[src/rtl/i2c_target_regs_pkg.sv]
// Shared definitions for the I2C register-window target: FSM state encoding
// and the bit-counter width.
package i2c_target_regs_pkg;

   localparam int BCNT_W = 3;

   typedef enum logic [2:0] {
      S_IDLE   = 3'd0,
      S_ADDR   = 3'd1,
      S_AACK   = 3'd2,
      S_WPTR   = 3'd3,
      S_WDATA  = 3'd4,
      S_RDATA  = 3'd5,
      S_IGNORE = 3'd6
   } state_t;

endpackage

[src/rtl/i2c_target_regs_in_filter.sv]
// Pad conditioning for one I2C line: 2-FF synchronizer, FILT-cycle stability
// filter and registered rise/fall pulses on the filtered value.
module i2c_in_filter #(
   parameter int FILT = 3
) (
   input  logic clk,
   input  logic rst_n,
   input  logic raw,
   output logic filt,
   output logic rise,
   output logic fall
);

   localparam int CW = $clog2(FILT + 1);

   logic [1:0]    sync;
   logic [CW-1:0] cnt;

   // Idle bus level is high, so everything resets to 1 to avoid a false edge.
   always_ff @(posedge clk or negedge rst_n) begin
      if (!rst_n) begin
         sync <= 2'b11;
         filt <= 1'b1;
         cnt  <= '0;
         rise <= 1'b0;
         fall <= 1'b0;
      end else begin
         sync <= {sync[0], raw};
         rise <= 1'b0;
         fall <= 1'b0;
         if (sync[1] == filt) begin
            cnt <= '0;
         end else if (cnt == CW'(FILT - 1)) begin
            filt <= sync[1];
            cnt  <= '0;
            rise <= sync[1];
            fall <= ~sync[1];
         end else begin
            cnt <= cnt + 1'b1;
         end
      end
   end

endmodule

[src/rtl/i2c_target_regs.sv]
// I2C target exposing a byte-wide register window: pointer byte first, then
// auto-incrementing writes or reads. No clock stretching.
module i2c_target_regs
   import i2c_target_regs_pkg::*;
#(
   parameter logic [6:0] ADDR = 7'h42,
   parameter int         FILT = 3
) (
   input  logic       clk,
   input  logic       rst_n,
   input  logic       scl_i,
   input  logic       sda_i,
   output logic       sda_oe,
   output logic [7:0] reg_addr,
   output logic [7:0] reg_wdata,
   output logic       reg_we,
   output logic       reg_re,
   input  logic [7:0] reg_rdata,
   output logic       busy
);

   logic scl_f, scl_rise, scl_fall;
   logic sda_f, sda_rise, sda_fall;

   i2c_in_filter #(.FILT(FILT)) u_scl (
      .clk(clk), .rst_n(rst_n), .raw(scl_i),
      .filt(scl_f), .rise(scl_rise), .fall(scl_fall)
   );

   i2c_in_filter #(.FILT(FILT)) u_sda (
      .clk(clk), .rst_n(rst_n), .raw(sda_i),
      .filt(sda_f), .rise(sda_rise), .fall(sda_fall)
   );

   state_t            state, state_nx;
   logic [BCNT_W-1:0] bit_cnt;
   logic              byte_done, ack_ph, rw, re_d;
   logic [7:0]        shreg;
   logic [7:0]        byte_in;
   logic              start_c, stop_c, data_rise, last_rise, rd_fall;

   assign start_c   = sda_fall & scl_f;
   assign stop_c    = sda_rise & scl_f;
   assign byte_in   = {shreg[6:0], sda_f};
   assign data_rise = scl_rise & ~ack_ph &
                      (state inside {S_ADDR, S_WPTR, S_WDATA, S_RDATA});
   assign last_rise = data_rise & (&bit_cnt);
   assign rd_fall   = scl_fall & ~ack_ph & ~byte_done & (state == S_RDATA);

   always_ff @(posedge clk or negedge rst_n) begin
      if (!rst_n) state <= S_IDLE;
      else        state <= state_nx;
   end

   always_comb begin
      state_nx = state;
      if (stop_c) begin
         state_nx = S_IDLE;
      end else if (start_c) begin
         state_nx = S_ADDR;
      end else begin
         case (state)
            S_ADDR:  if (last_rise)
                        state_nx = (byte_in[7:1] == ADDR) ? S_AACK : S_IGNORE;
            S_AACK:  if (scl_fall && ack_ph) state_nx = rw ? S_RDATA : S_WPTR;
            S_WPTR:  if (scl_fall && ack_ph) state_nx = S_WDATA;
            S_RDATA: if (scl_rise && ack_ph && sda_f) state_nx = S_IGNORE;
            default: ;
         endcase
      end
   end

   // byte_done marks the 8th rise -> 8th fall gap; ack_ph spans the 9th clock.
   always_ff @(posedge clk or negedge rst_n) begin
      if (!rst_n) begin
         bit_cnt   <= '0;
         byte_done <= 1'b0;
         ack_ph    <= 1'b0;
         rw        <= 1'b0;
         sda_oe    <= 1'b0;
         reg_addr  <= 8'h00;
         reg_wdata <= 8'h00;
         reg_we    <= 1'b0;
         reg_re    <= 1'b0;
         re_d      <= 1'b0;
         busy      <= 1'b0;
      end else begin
         reg_we <= 1'b0;
         reg_re <= 1'b0;
         re_d   <= reg_re;
         if (reg_we) reg_addr <= reg_addr + 8'h01;
         if (stop_c || start_c) begin
            bit_cnt   <= '0;
            byte_done <= 1'b0;
            ack_ph    <= 1'b0;
            sda_oe    <= 1'b0;
            if (stop_c) busy <= 1'b0;
         end else begin
            if (data_rise) begin
               bit_cnt <= bit_cnt + 1'b1;
               if (&bit_cnt) begin
                  byte_done <= 1'b1;
                  case (state)
                     S_ADDR: begin
                        rw <= sda_f;
                        if (byte_in[7:1] == ADDR) busy <= 1'b1;
                     end
                     S_WPTR:  reg_addr <= byte_in;
                     S_WDATA: begin
                        reg_wdata <= byte_in;
                        reg_we    <= 1'b1;
                     end
                     default: ;
                  endcase
               end
            end
            if (scl_fall && byte_done) begin
               byte_done <= 1'b0;
               ack_ph    <= 1'b1;
               sda_oe    <= state inside {S_AACK, S_WPTR, S_WDATA};
            end
            if (scl_rise && ack_ph) begin
               if (state == S_AACK && rw) reg_re <= 1'b1;
               if (state == S_RDATA && !sda_f) begin
                  reg_addr <= reg_addr + 8'h01;
                  reg_re   <= 1'b1;
               end
            end
            if (scl_fall && ack_ph) begin
               ack_ph  <= 1'b0;
               bit_cnt <= '0;
               sda_oe  <= ((state == S_AACK && rw) || state == S_RDATA) ? ~shreg[7] : 1'b0;
            end
            if (rd_fall) sda_oe <= ~shreg[6];
         end
      end
   end

   // Read data lands one clk after reg_re, well before the ACK-slot scl fall.
   always_ff @(posedge clk) begin
      if (re_d)
         shreg <= reg_rdata;
      else if (data_rise && state != S_RDATA)
         shreg <= byte_in;
      else if (rd_fall)
         shreg <= {shreg[6:0], 1'b0};
   end

endmodule

[config.mk]
export PLATFORM = sky130hd
export DESIGN_NAME = i2c_target_regs
export DESIGN_NICKNAME = d
export VERILOG_FILES = /design/src/rtl/i2c_target_regs_pkg.sv /design/src/rtl/i2c_target_regs_in_filter.sv /design/src/rtl/i2c_target_regs.sv
export SDC_FILE = /design/constraint.sdc
export NUM_CORES = 1
export LEC_CHECK = 0
export CAP_MARGIN = 20
export CORE_UTILIZATION = 30
export CTS_BUF_LIST = sky130_fd_sc_hd__clkbuf_4 sky130_fd_sc_hd__clkbuf_8
export DETAILED_ROUTE_END_ITERATION = 10
export HOLD_SLACK_MARGIN = 0.08
export SLEW_MARGIN = 20
export SYNTH_ARGS = -nofsm -noshare
export SYNTH_HDL_FRONTEND = slang
export SYNTH_SLANG_ARGS = --single-unit
[constraint.sdc]
create_clock -name clk -period 4.35 [get_ports clk]
set_input_delay 0.87 -clock clk [delete_from_list [all_inputs] [get_ports clk]]
set_output_delay 0.87 -clock clk [all_outputs]
set_load 0.01 [all_outputs]
# Word-level counts from Yosys, hierarchy flattened
# Cells that the tools add are included.
[totals]
regBits = 52
[op_classes]
eq_ne = 16
n_mux = 60
bitwise_logic = 17
add_sub_neg = 4
reduce_logical = 31
[op_table]
columns = ["op", "count"]
rows = [
  ["8-bit 2-to-1 mux", 10],
  ["1-bit 2-to-1 mux", 34],
  ["3-bit 2-to-1 mux", 11],
  ["3-bit nonzero test", 6],
  ["3-bit case mux with 4 select lines", 1],
  ["6-bit AND reduction", 2],
  ["5-bit AND reduction", 2],
  ["1-bit NOT", 9],
  ["8-bit by 1-bit adder with 8-bit output (second input constant)", 1],
  ["1-bit AND", 8],
  ["2-bit 2-to-1 mux", 4],
  ["4-bit by 3-bit inequality test with 1-bit output (second input constant)", 2],
  ["4-bit inequality test (second input constant)", 2],
  ["2-bit nonzero test", 4],
  ["4-bit nonzero test", 2],
  ["7-bit == test (second input constant)", 1],
  ["1-bit logical AND", 7],
  ["3-bit by 2-bit == test with 1-bit output (second input constant)", 2],
  ["3-bit == test (second input constant)", 2],
  ["2-bit AND reduction", 3],
  ["6-bit nonzero test", 1],
  ["2-bit by 1-bit adder with 2-bit output (second input constant)", 2],
  ["2-bit == test (second input constant)", 2],
  ["3-bit by 1-bit adder with 3-bit output (second input constant)", 1],
  ["7 further kinds", 9],
]

# Depth between registers and ports, before layout
# Gate-level depths: netlist of the first run.
[logic_depth]
ltp_word = 8
ltp_mapped = 7
ltp_nobuf = 7

# Cells and area by module
# Synthesis of the first run repeated with hierarchy kept, for this count alone.
[hier_totals]
hier_cells = 228
area_unflattened_um2 = 2628.8
[modules_own_cells]
columns = ["module", "instances", "seq_area_each_um2", "cells_each", "area_each_um2"]
rows = [
  ["i2c_target_regs", 1, 991.0, 200, 2140.8],
  ["i2c_in_filter", 2, 178.9, 14, 244.0],
]

# Worst setup path after synthesis of the first run
# OpenSTA, ideal clock, no wires.
[synth_path]
path_kind = "register to register"
start = "reg u_sda.fall"
end = "reg reg_wdata[0]"
setup_slack_ps = 2610
stages_incl_launch_ff = 7
setup_time_ps = 125
path_buffers = 1
arrival_ps = 1615
synth_period_minus_slack_ps = 1740
path_cell_list = "dfrtp_1 > o21a_1 > buf_2 > nor2_1 > nand4_1 > nor2_2 > mux2_2"
[synth_via]
elab_chain_cells = 4
[synth_lines]
columns = ["element", "line", "rtl"]
rows = [
  ["start, declared", "i2c_target_regs_in_filter.sv:11", "output logic fall"],
  ["start signal, assigned", "i2c_target_regs_in_filter.sv:37", "fall <= ~sync[1];"],
  ["1-bit AND", "i2c_target_regs.sv:42", "assign start_c = sda_fall & scl_f;"],
  ["1-bit logical OR", "i2c_target_regs.sv:92", "if (stop_c || start_c) begin"],
  ["1-bit NOT (no source line)", "n/a", ""],
  ["6-bit AND reduction (no source line)", "n/a", ""],
  ["end signal, assigned", "i2c_target_regs.sv:110", "reg_wdata <= byte_in;"],
  ["end, declared", "i2c_target_regs.sv:15", "output logic [7:0] reg_wdata,"],
]
# No other way between the ends.
# A chain may end at the register's enable or synchronous reset.

# Worst setup path after layout of the first run
[layout_path]
start = "reg reg_we"
end = "out reg_we"
[layout_rtl]
columns = ["element", "line", "rtl"]
rows = [
  ["start, declared", "i2c_target_regs.sv:16", "output logic reg_we,"],
  ["start signal, assigned", "i2c_target_regs.sv:83", "reg_we <= 1'b0;"],
  ["start signal, assigned", "i2c_target_regs.sv:88", "reg_we <= 1'b0;"],
  ["start signal, assigned", "i2c_target_regs.sv:111", "reg_we <= 1'b1;"],
]
# No word-level cell between the ends.

==> impl_results.md, run 1 <==
- Vias in the first global route: approximately 1800
- Clock buffer depth: 2
- GRT Overall Usage: 0.1348
- Area of the core: 7848 µm²
- Vias: 1785
- Synthesized net count: ~230
- Later-pin clock latency in the skew report: roughly 0.32 ns
- Slew @ Worst Pin: ~0.59 ns
- Dpl cells: 345
- Final setup fails: 0
- CTS Hold Bufs: 0
- IO buf count: 31
- CP peak stage delay: 0.58 ns
- Placed Area: 2867 µm²
- # DRC: 0
- Peak supply drop: 0.1671 mV
- Layout Nets: 265
- Worst Hold Class: register to register
- Post-synth ARST share: 0.8462
- Setup Fix Bufs, Post-CTS: 0
- Predominant post-synthesis flop cell: dfrtp_1
- Crit path required time: 3.48 ns
- Arr. time, crit path: 1.38 ns
- Detailed Place HPWL: 3815 µm
- RR Endpoint: reg_addr[7]$_DFF_PN0_
- Cell with the largest stage delay on the worst path: clkdlybuf4s50_1
- Worst Clk Skew: 0.005085 ns
- Global route overflow: 0
- Synthesized cell area: 2472 µm²
- Fin. Hold Viols: 0
- Clock sinks: 52
- Cell Pwr Density: 362.7 nW/µm²
- Initial DRC Count: 153
- Wirelength per Cell: about 15 µm
- H-Tree Depth: 2
- Post_cts resized: 0
- Crit path max fanout: 6
- Layout Cells excl Fill: 353
- Yosys warnings: 0
- Max_cap viols: 0
- CP Launch Type: register
- Max-slew violation count: 0
- Crit path cell chain: clkdlybuf4s50_1
- Number of synthesized flops with an enable pin: 8
- WP buf/inv: 1
- Avg Cell Area, Syn: 11.39 µm²
- # IOs: 32
- Utilization after layout: 0.3779
- Die Width: approximately 93 µm
- Clk root buf: clkbuf_8
- Area of the die: 8608 µm²
- Status: complete, no violations
- Distinct cells, synth: 50
- Crit end category: primary output
- Final antenna-violating net count: 0
- Row cnt: 32
- Total routed wirelength: 5258 µm
- WHS Endpoint: u_sda.sync[1]$_DFF_PN1_
- Die height: 92.78 µm
- P_leak: 1.233 nW
- Register area share after synthesis: 0.5455
- RSZ-0062 raised after global routing: false
- Initial Util: 0.3151
- RR Startpoint: state[0]$_DFFE_PN0P_
- Antenna cells: 0
- Cell area after layout: 2965 µm²
- Number of detailed-route iterations in the first pass: 4
- R2R Setup Slk: approximately 2.4 ns
- Via/cell ratio: 5.057
- Yosys reg bits: 52
- Clock slew at reported path FFs: approximately 0.10 ns
- Total negative setup slack: 0 ns
- Fmax: about 0.44 GHz
- HP Start: u_sda.sync[0]$_DFF_PN1_
- Post-Synthesis Cells: 217
- Fin crit period: 2.248 ns
- Crit path kind: register to primary output
- Slew HR: 0.6034
- R2r worst-path depth: 5
- CP delay by family, top: buffers and inverters
- Largest net degree at the start of global routing: 45
- Layout cells sized above 1: 0.1594
- Placer Congestion: 0.8662
- First-pass GRT wire length: 8935 µm
- TritonCTS clock tree: built
- CTS Buf Count: 5
- Min-Delay Path Depth: 0
- Area Overhead vs Synth: 19.94%
- Final period utilization: 0.5168
- Initial antenna violation count: 0
[synth_stat cells, types with 3 or more instances]
cell type | instances | share of area
mux2_2 | 20 | 0.091
or3_1 | 3 | 0.0076
edfxtp_1 | 8 | 0.097
xnor2_1 | 3 | 0.011
nand2_1 | 21 | 0.032
dfrtp_1 | 38 | 0.38
o21ai_0 | 6 | 0.012
mux2i_1 | 3 | 0.012
a21oi_1 | 8 | 0.016
ha_1 | 3 | 0.015
a22oi_1 | 3 | 0.0091
nand2b_1 | 10 | 0.025
a211oi_1 | 7 | 0.021
xor2_1 | 4 | 0.014
nand3_1 | 4 | 0.0081
nor3_1 | 3 | 0.0061
nor2_1 | 19 | 0.029
o22ai_1 | 7 | 0.018
dfstp_2 | 6 | 0.064
inv_1 | 7 | 0.011
[power by group]
group	switching (mW)	internal, mW
clock	0.173	0.118
combinational	0.0958	0.0769
sequential	0.0637	0.548
total	0.333	0.743
[routing by layer]
layer  share of wire  global-route usage
met5               0                   0
met4           0.017             0.06410
met2            0.45              0.2004
met1            0.47              0.1851
met3           0.059             0.03038
[worst max-delay path by stage]
stage	from	end	slack (ns)	cells past startpoint
after CTS	reg_we$_DFF_PN0_	reg_we	2.08	1
final	reg_we$_DFF_PN0_	reg_we	2.10	1
after detailed placement	state[0]$_DFFE_PN0P_	reg_addr[7]$_DFF_PN0_	2.39	5
after global placement	u_sda.fall$_DFF_PN0_	reg_wdata[6]$_DFFE_PN0P_	2.40	5
after global routing	reg_we$_DFF_PN0_	reg_we	2.04	1
after floorplan	u_sda.fall$_DFF_PN0_	reg_wdata[0]$_DFFE_PN0P_	2.61	6
[sequential cells by signal, indices dropped and copies added, names as in the netlist, 3 cells and up]
| signal | cells |
|---|---|
| reg_wdata | 8 |
| shreg | 8 |
| bit_cnt | 3 |
| reg_addr | 8 |
| state | 3 |
[layout by cell type (no fill, tap or decap), drive strengths merged, types with 4 or more instances in the layout]
cell | Yosys | routed
edfxtp | 8 | 8
o21ai | 7 | 7
nor2 | 20 | 20
dfstp | 6 | 6
clkdlybuf4s50 | 0 | 30
a21oi | 8 | 8
nand3 | 5 | 5
nand2 | 21 | 21
nand2b | 10 | 10
clkbuf | 1 | 5
dfrtp | 38 | 38
inv | 7 | 8
a211oi | 7 | 7
mux2 | 20 | 20
xor2 | 4 | 4
o22ai | 7 | 7
[per-stage QoR]
stage / worst slack, ns / hold WS (ns) / power, mW
finish: 2.102 / 0.3655 / 1.076
global route: 2.040 / 0.3724 / 1.131
CTS: 2.084 / 0.3678 / 1.085
detailed placement: 2.391 / 0.3526 / 0.7884
global placement: 2.404 / 0.3472 / 0.7826
floorplan: 2.610 / 0.3452 / 0.7360
[area by class of cell]
| type | instances | area [µm²] |
|---|---|---|
| clock buffer | 5 | 68.82 |
| multi-input combinational | 153 | 1059 |
| sequential | 52 | 1349 |
| timing repair buffer | 31 | 307.8 |
| fill | 793 | 4882 |
| tap | 102 | 127.6 |
| clock inverter | 3 | 27.53 |
| inverter | 7 | 26.28 |
[kinds of logic (layout without fill, tap and decap cells)]
group	Yosys count	in the layout	share of synthesized area
simple gates	75	75	0.1579
buf+inv	12	46	0.02631
compound gates	45	45	0.1270
mux	23	23	0.1032
fa+ha+maj	3	3	0.01518
xor+xnor	7	7	0.02480
flops	52	52	0.5455
Power figures use the tool's default switching activity.
==> run 2, diff against run 1 <==
==> constraint.sdc (replaced) <==
create_clock -name clk -period 2.05 [get_ports clk]
set_input_delay 0.41 -clock clk [delete_from_list [all_inputs] [get_ports clk]]
set_output_delay 0.41 -clock clk [all_outputs]
set_load 0.01 [all_outputs]
==> run 2 against run 1 <==
Compared with the run above:
- routed wire length grew 2.6%
- count of clock-buffer cells in the layout increased by 1
- utilization up 0.89 points
- first-iteration DRC count up 3.9%
- hold slack worse by 0.0059 ns
- critical endpoint is now reg_addr[7]$_DFF_PN0_
==> impl_results.md, run 2 (synthesis gave the netlist of run 1 again) <==
- Wirelength per Cell: 14.86 µm (-0.24%)
- H-Tree Depth: 2 (unchanged)
- Fin. Hold Viols: 0 (unchanged)
- Sw Share: 0.2957 (-0.01371)
- Sw power: 669.3 µW (+100%)
- CTS Buf Count: 5 (unchanged)
- Biggest regs: reg_addr (8), reg_wdata (8), shreg (8)
- First-pass GRT wire length: 9018 µm (+0.93%)
- Vias: 1836 (+2.9%)
- Peak supply drop: 0.5404 mV (+220%)
- CP delay by family, top: compound AO/OA/AOI/OAI gates
- Crit end category: register
- Row cnt: 32 (unchanged)
- Clock slew at reported path FFs: 0.09 ns (about the same)
- Initial Util: 0.3151 (unchanged)
- IO buf count: 31 (unchanged)
- Placer Congestion: 0.8700 (+0.44%)
- Arr. time, crit path: 2.09 ns (+0.71 ns)
- Internal power: 1.594 mW (+110%)
- Clock sinks: 52 (unchanged)
- Total negative setup slack: 0 ns (unchanged)
- Worst Hold Class: register to register
- Dpl cells: 354 (+2.6%)
- Slew @ Worst Pin: 0.4563 ns (-0.1346 ns)
- WP buf/inv: 0 (-1)
- Clock buffer depth: 2 (unchanged)
- Critical path origin: bit_cnt[0]$_DFFE_PN0P_
- Most frequent cells in the layout: dfrtp_1 (38), clkdlybuf4s50_1 (30), nand2_1 (21), mux2_2 (20), nor2_1 (19)
- Max-slew violation count: 0 (unchanged)
- Commonest non-fill, non-tap cell in the layout: dfrtp_1
- Layout Nets: 275 (+3.8%)
- # IOs: 32 (unchanged)
- Worst Clk Skew: 0.01442 ns (+0.009337 ns)
- Antenna cells: 0 (unchanged)
- Vias in the first global route: 1778 (-1.9%)
- GRT Overall Usage: 0.1348 (about the same)
- Max_cap viols: 0 (unchanged)
- Number of detailed-route iterations in the first pass: 5 (+1)
- Utilization after layout: 0.3868 (+0.008928)
- Layout Cells excl Fill: 363 (+2.8%)
- TritonCTS clock tree: built
- Crit path kind: register to register
- RSZ-0062 raised after global routing: false
- Detailed Place HPWL: 4013 µm (+5.2%)
- Global route overflow: 0 (unchanged)
- Die Width: 92.78 µm (unchanged)
- Crit path required time: 2.27 ns (-1.21 ns)
- Crit path cell chain: ha_1, ha_1, and4b_1, nand3_2, a2bb2oi_1, nor3_1, a211oi_1
- Cell area after layout: 3035 µm² (+2.4%)
- Placed Area: 2934 µm² (+2.4%)
- Final setup fails: 0 (unchanged)
- Die height: 92.78 µm (unchanged)
- Initial antenna violation count: 0 (unchanged)
- Final period utilization: 0.9151
- Layout cells sized above 1: 0.1877 (+0.02838)
- Crit path max fanout: 3 (-3)
- Total routed wirelength: 5394 µm (+2.6%)
- Largest net degree at the start of global routing: 17 (-62%)
- Most frequent CP cell: ha_1
- Setup Fix Bufs, Post-CTS: 0 (unchanged)
- RR Startpoint: bit_cnt[0]$_DFFE_PN0P_
- Status: complete, no violations
- Clock power frac: 0.265 (-0.006)
- Slew HR: 0.6958 (+0.09239)
- Via/cell ratio: 5.058 (about the same)
- Later-pin clock latency in the skew report: 0.31 ns (about the same)
- CP Launch Type: register
- Cell with the largest stage delay on the worst path: dfrtp_1
- Area of the core: 7848 µm² (unchanged)
- HP Start: u_scl.sync[0]$_DFF_PN1_
- Cell Pwr Density: 745.7 nW/µm² (+110%)
- Fmax: 0.5330 GHz
- Initial DRC Count: 159 (+3.9%)
- Area of the die: 8608 µm² (unchanged)
- CTS Hold Bufs: 1 (+1)
- Clk root buf: clkbuf_8
- Combinational share of power: 0.161 (about the same)
- Post_cts resized: 0 (unchanged)
- Fin crit period: 1.876 ns
- Final antenna-violating net count: 0 (unchanged)
- P_leak: 1.283 nW (+4.1%)
- Area Overhead vs Synth: 22.77%
- # DRC: 0 (unchanged)
- CP peak stage delay: 0.41 ns (-0.17 ns)
- Flop pwr share: 0.574 (+0.006)
-- run 2: changes by cell type in the layout (fill, tap and decap cells not counted) --
cell / before / now
buf_4: 1 / 9
buf_2: 0 / 1
clkbuf_4: 0 / 1
clkinvlp_4: 1 / 0
dlygate4sd3_1: 0 / 1
inv_4: 0 / 1
inv_8: 1 / 0
-- run 2: final cells by class --
cell class | instances | area (µm²)
Clock inverter | 2 | 15.01
Timing Repair Buffer | 41 | 382.9
Inverter | 7 | 26.28
Tap cell | 102 | 127.6
Clock buffer | 6 | 76.32
Multi-Input combinational cell | 153 | 1059
Sequential cell | 52 | 1349
Fill cell | 803 | 4812
-- run 2: final timing paths --
check,slack [ns],cells past startpoint,end
setup / recovery,0.17,7,reg_addr[7]$_DFF_PN0_
hold / removal,0.36,0,u_scl.sync[1]$_DFF_PN1_
setup reg to reg,0.17,7,reg_addr[7]$_DFF_PN0_
hold reg to reg,0.36,0,u_scl.sync[1]$_DFF_PN1_
max in group asynchronous,0.89,3,u_sda.filt$_DFFE_PN1P_
min in group asynchronous,0.55,2,reg_addr[5]$_DFF_PN0_
-- run 2: stage by stage --
step	power, mW	setup slack, ns	hold WS, ns
after floorplan	1.562	0.3099	0.1144
after global placement	1.674	0.2424	0.3463
after detailed placement	1.685	0.2419	0.3468
after CTS	2.294	0.2126	0.3616
after global routing	2.386	0.1015	0.3669
final	2.263	0.1740	0.3596
-- run 2: power by group through the flow --
stage	Sequential, mW	Clock (mW)	Combinational [mW]
floorplan	1.25	0	0.307
global placement	1.31	0	0.362
detailed placement	1.32	0	0.366
CTS	1.30	0.626	0.369
global route	1.32	0.656	0.411
finish	1.30	0.600	0.364
-- run 2: layer usage --
layer,GRT usage,wire length [µm]
met1,0.1891,2664
met2,0.2059,2392
met3,0.03366,261
met4,0.03718,75
met5,0,0
